File: src/rtl/uart_tx.sv
// uart_tx: 8-N-1 UART transmitter with a clock-enable baud counter and a registered line.
// Define UART_TX_PARITY_EN to insert an even-parity bit after data bit 7 (8-E-1).
module uart_tx #(
    parameter int CLK_FREQ  = 1000000,
    parameter int BAUD_RATE = 9600
) (
    input  logic       clk,
    input  logic       rst,
    input  logic       tx_valid,
    input  logic [7:0] tx_data,
    output logic       tx_ready,
    output logic       tx,
    output logic       busy,
    output logic       done
);
    localparam int BIT_CYCLES = CLK_FREQ / BAUD_RATE;
    localparam int CW = $clog2(BIT_CYCLES);

    generate
        if (BIT_CYCLES < 2) begin : g_bad_rate
            $error("uart_tx: CLK_FREQ/BAUD_RATE must be at least 2");
        end
    endgenerate

`ifdef UART_TX_PARITY_EN
    typedef enum logic [2:0] {IDLE, START, DATA, PARITY, STOP} state_t;
`else
    typedef enum logic [1:0] {IDLE, START, DATA, STOP} state_t;
`endif

    state_t        state_q, state_d;
    logic [CW-1:0] cnt_q, cnt_d;
    logic [2:0]    bit_q, bit_d;
    logic [7:0]    shift_q, shift_d;
    logic          tx_q, tx_d;
    logic          done_q, done_d;
`ifdef UART_TX_PARITY_EN
    logic          par_q, par_d;
`endif

    logic bit_last, stop_last;
    assign bit_last  = cnt_q == CW'(BIT_CYCLES - 1);
    // The final stop-bit cycle is spent in IDLE with done high, so a held request
    // is accepted there and the next start bit follows without an idle gap.
    assign stop_last = cnt_q == CW'(BIT_CYCLES - 2);

    always_comb begin
        state_d = state_q;
        cnt_d   = cnt_q + 1'b1;
        bit_d   = bit_q;
        shift_d = shift_q;
        tx_d    = tx_q;
        done_d  = 1'b0;
`ifdef UART_TX_PARITY_EN
        par_d   = par_q;
`endif
        case (state_q)
            IDLE: begin
                cnt_d = '0;
                tx_d  = 1'b1;
                if (tx_valid) begin
                    state_d = START;
                    shift_d = tx_data;
                    bit_d   = 3'd0;
                    tx_d    = 1'b0;
`ifdef UART_TX_PARITY_EN
                    par_d   = ^tx_data;
`endif
                end
            end
            START: begin
                if (bit_last) begin
                    state_d = DATA;
                    cnt_d   = '0;
                    tx_d    = shift_q[0];
                end
            end
            DATA: begin
                if (bit_last) begin
                    cnt_d = '0;
                    if (bit_q == 3'd7) begin
`ifdef UART_TX_PARITY_EN
                        state_d = PARITY;
                        tx_d    = par_q;
`else
                        state_d = STOP;
                        tx_d    = 1'b1;
`endif
                    end else begin
                        bit_d   = bit_q + 3'd1;
                        shift_d = shift_q >> 1;
                        tx_d    = shift_q[1];
                    end
                end
            end
`ifdef UART_TX_PARITY_EN
            PARITY: begin
                if (bit_last) begin
                    state_d = STOP;
                    cnt_d   = '0;
                    tx_d    = 1'b1;
                end
            end
`endif
            STOP: begin
                tx_d = 1'b1;
                if (stop_last) begin
                    state_d = IDLE;
                    cnt_d   = '0;
                    done_d  = 1'b1;
                end
            end
            default: begin
                state_d = IDLE;
                cnt_d   = '0;
                tx_d    = 1'b1;
            end
        endcase
    end

    always_ff @(posedge clk or negedge rst) begin
        if (!rst) begin
            state_q <= IDLE;
            cnt_q   <= '0;
            bit_q   <= 3'd0;
            shift_q <= 8'd0;
            tx_q    <= 1'b1;
            done_q  <= 1'b0;
`ifdef UART_TX_PARITY_EN
            par_q   <= 1'b0;
`endif
        end else begin
            state_q <= state_d;
            cnt_q   <= cnt_d;
            bit_q   <= bit_d;
            shift_q <= shift_d;
            tx_q    <= tx_d;
            done_q  <= done_d;
`ifdef UART_TX_PARITY_EN
            par_q   <= par_d;
`endif
        end
    end

    assign tx_ready = state_q == IDLE;
    assign busy     = !tx_ready;
    assign tx       = tx_q;
    assign done     = done_q;
endmodule
File: config.mk
export PLATFORM = sky130hd
export DESIGN_NAME = uart_tx
export DESIGN_NICKNAME = d
export VERILOG_FILES = /design/src/rtl/uart_tx.sv
export SDC_FILE = /design/constraint.sdc
export NUM_CORES = 1
export LEC_CHECK = 0
export ABC_AREA = 1
export CORE_MARGIN = 3
export CORE_UTILIZATION = 55
export CTS_CLUSTER_SIZE = 8
export DETAILED_ROUTE_END_ITERATION = 10
export PLACE_DENSITY = 0.79
export SLEW_MARGIN = 5
export SYNTH_ARGS = -nofsm -noshare
export SYNTH_HDL_FRONTEND = slang
export SYNTH_SLANG_ARGS = --single-unit
File: constraint.sdc
create_clock -name clk -period 3.6 [get_ports clk]
set_input_delay 0.54 -clock clk [delete_from_list [all_inputs] [get_ports clk]]
set_output_delay 0.54 -clock clk [all_outputs]
set_load 0.02 [all_outputs]
==> summary.md <==
| Metric | Value |
|---|---|
| CP Launch Type | `flip-flop` |
| Largest net degree at the start of global routing | `23` |
| Worst stage delay on the critical path | `0.62 ns` |
| Area Overhead vs Synth | `13.07%` |
| CTS sink cnt | `22` |
| Critical Path AT | `~1.9 ns` |
| # DRC | `0` |
| RR Startpoint | `state_q[0]$_DFFE_PN0P_` |
| IO Count | `15` |
| Worst setup path startpoint | `state_q[0]$_DFFE_PN0P_` |
| Post-synth top area cell | `dfrtp_1` |
| Final Cell Area | `1450 µm²` |
| Slew headroom | `about a third` |
| Hold Path Depth | `2` |
| ANT nets after route | `0` |
| Internal power | `slightly below 600 µW` |
| N_diodes | `0` |
| Final HPWL DP | `between 1500 and 2000 µm` |
| CP Data Required Time | `3.06 ns` |
| Status | `complete, no violations` |
| Count of input and output buffers | `14` |
| CP bufs+invs | `3` |
| Hold Slack | `0.4870 ns` |
| Final Setup Violations | `0` |
| Hold Crit Start | `shift_q[2]$_DFFE_PN0P_` |
| Worst Reg-to-Reg Cells | `9` |
| Vias in the first global route | `928` |
| Net count, final | `199` |
| Final hold vios | `0` |
| Seq pwr share | `36.2%` |
| Root Driver | `clkbuf_4` |
| Top cells by area, synth | `dfrtp_1 (41%), nand2_1 (18%), ha_1 (8.8%)` |
| Setup TNS | `0 ns` |
| FILL cells | `185` |
| Die area | `2947 µm²` |
| Leakage power | `between 0.7 and 0.8 nW` |
| Distinct cells, synth | `22` |
| GP Congestion | `between 0.7 and 0.8` |
| DP Area | `1414 µm²` |
| Pre-antenna DRT Iters | `4` |
| Period Utilization, post-route | `66.34%` |
| CP most frequent cell | `inv_1` |
| RSZ-0062 raised after global routing | `false` |
| Flops & latches, synth | `22` |
| Tmin final | `2.388 ns` |
| Slowest CP cell | `clkdlybuf4s50_1` |
| Ys flop type | `dfrtp_1` |
| Maximum VDD drop | `0.0004560 V` |
| Die Height | `54.29 µm` |
| Routed vias/inst | `between 5 and 6` |
| Combinational share of power | `between 50% and 60%` |
| Core area | `2082 µm²` |
| Post-synthesis sequential area ratio | `43.02%` |
| GRT Overall Usage | `19.24%` |
| CP Cell Sequence | `inv_1 -> ha_1 -> inv_1 -> clkdlybuf4s50_1` |
| Final wirelength | `2404 µm` |
| Max-Cap Viols | `0` |
| # rows | `16` |
| Synth Warn # | `0` |
| Number of flops mapped to enable cells by yosys | `0` |
| Placed Instances | `201` |
| Top cells by count, synth | `nand2_1 (62), dfrtp_1 (21), nand3_1 (16), nor2_1 (15), inv_1 (12)` |
| H-tree depth | `1` |
| Post-Syn Area | `about 1300 µm²` |
| CTS buffer count | `3` |
| Max Fclk | `0.4187 GHz` |
| CP top delay family | `buffers and inverters` |
| Count leader, synth | `nand2_1` |
| Gr ovfl total | `0` |
| Syn avg cell area | `7.773 µm²` |
| Finished Layout Cells | `205` |
| 1st-iter DRT viols | `25` |
| CP Class | `flip-flop to primary output` |
| Clock share of power | `around 12%` |
| Switching portion of total power | `44.18%` |
| Detail-routed net length per standard cell | `between 10 and 15 µm` |
| CTS tree | `built` |
| Pwr dens | `around 730 nW/µm²` |
| Initial antenna violation count | `0` |
| Share of layout cells above drive strength 1 | `8.427%` |
| Worst path depth | `4` |
| Die boundary width | `roughly 54 µm` |
| Crit end category | `primary output` |
| Least-Margin Pin Slew | `~0.97 ns` |
| HP Class | `flip-flop to flip-flop` |
| Worst-path maximum fanout | `4` |
| Clock Skews | `0.003006 ns` |
| Worst-skew pair later-pin latency | `0.30 ns` |
| Starting Density | `61.60%` |
| Clock transition at the registers of the reported paths | `0.12 ns` |
| Post-CTS Resized | `0` |
| Total number of vias | `1050` |
| Postcts setup bufs | `0` |
| Final Max Slew Viols | `0` |
| Hold-fix buffers, CTS | `0` |
| Fraction of registers with async set or reset after synthesis | `100.0%` |
| Post-synthesis cell count | `between 150 and 200` |
| Sw Pwr | `around 470 µW` |
| Clk buf depth | `2` |
| Syn_nets | `approximately 190` |
| Global-route wire length before repair | `4133 µm` |
| Top cell type's share of synthesized area | `40.98%` |
power by group through the flow:
stage,registers [mW],clock network [mW],logic (mW)
after floorplan,0.381,0,0.444
after global placement,0.386,0,0.524
after detailed placement,0.389,0,0.545
after CTS,0.384,0.139,0.546
after global routing,0.392,0.151,0.636
final,0.385,0.132,0.546
worst min-delay path: cells and delay by family, from the launching register on:
kind | cells | cell delay (ns)
flip-flops | 1 | 0.36
AND/OR/NAND/NOR | 2 | 0.10
metrics by stage:
stage | total power, mW | utilization (%) | worst slack [ns]
floorplan | 0.8248 | - | 1.925
CTS | 1.068 | 69.65 | 1.200
finish | 1.062 | 69.65 | 1.212
global route | 1.179 | 69.65 | 1.114
global placement | 0.9094 | 67.91 | 1.611
detailed placement | 0.9340 | 67.91 | 1.483
metal layers:
layer	up-vias	global-route usage [%]	part of all wire, %
met1	482	28.72	51
li1	539	-	-
met3	2	3.542	5.1
met5	-	0	0
met4	0	4.149	0.54
met2	27	28.88	43
logic make-up (layout without fill, tap and decap cells):
logic type,count (synthesis),after routing,share of synthesized area [%]
AO/OA/AOI/OAI,3,3,1.170
XOR/XNOR,5,5,3.414
adder cells (fa/ha/maj),9,9,8.781
buffers and inverters,18,31,7.121
flip-flops,22,22,43.02
AND/OR/NAND/NOR,108,108,36.49
registers in the layout, indices dropped and copies added (netlist names):
register and count:
tx 1, state_q 2, done 1, bit_q 3, cnt_q 7, shift_q 8
final cells by class:
type / count / area (µm²) / share of cell area (%)
sequential: 22 / 551.8 / 38.05
inverter: 13 / 48.80 / 3.365
multi-input combinational: 125 / 639.4 / 44.09
timing repair buffer: 14 / 140.1 / 9.663
tap: 27 / 33.78 / 2.330
clock buffer: 4 / 36.28 / 2.502
final timing paths:
path / end / slack (ns)
worst max-delay path: busy / 1.21
worst min-delay path: shift_q[2]$_DFFE_PN0P_ / 0.49
worst max register to register: shift_q[3]$_DFFE_PN0P_ / 1.43
worst min register to register: shift_q[2]$_DFFE_PN0P_ / 0.49
max in group asynchronous: shift_q[2]$_DFFE_PN0P_ / 2.25
min in group asynchronous: cnt_q[2]$_DFF_PN0_ / 0.77
cells in the final DEF (no fill, tap or decap), drive strengths merged:
master / instances
a21oi: 1
clkbuf: 4
clkdlybuf4s50: 14
dfrtp: 21
dfstp: 1
ha: 9
inv: 13
nand2: 67
nand3: 16
nand3b: 3
nand4: 2
nor2: 16
nor3: 1
o21ai: 2
or2: 3
xnor2: 1
xor2: 4
(Power assumes the default switching activity.)
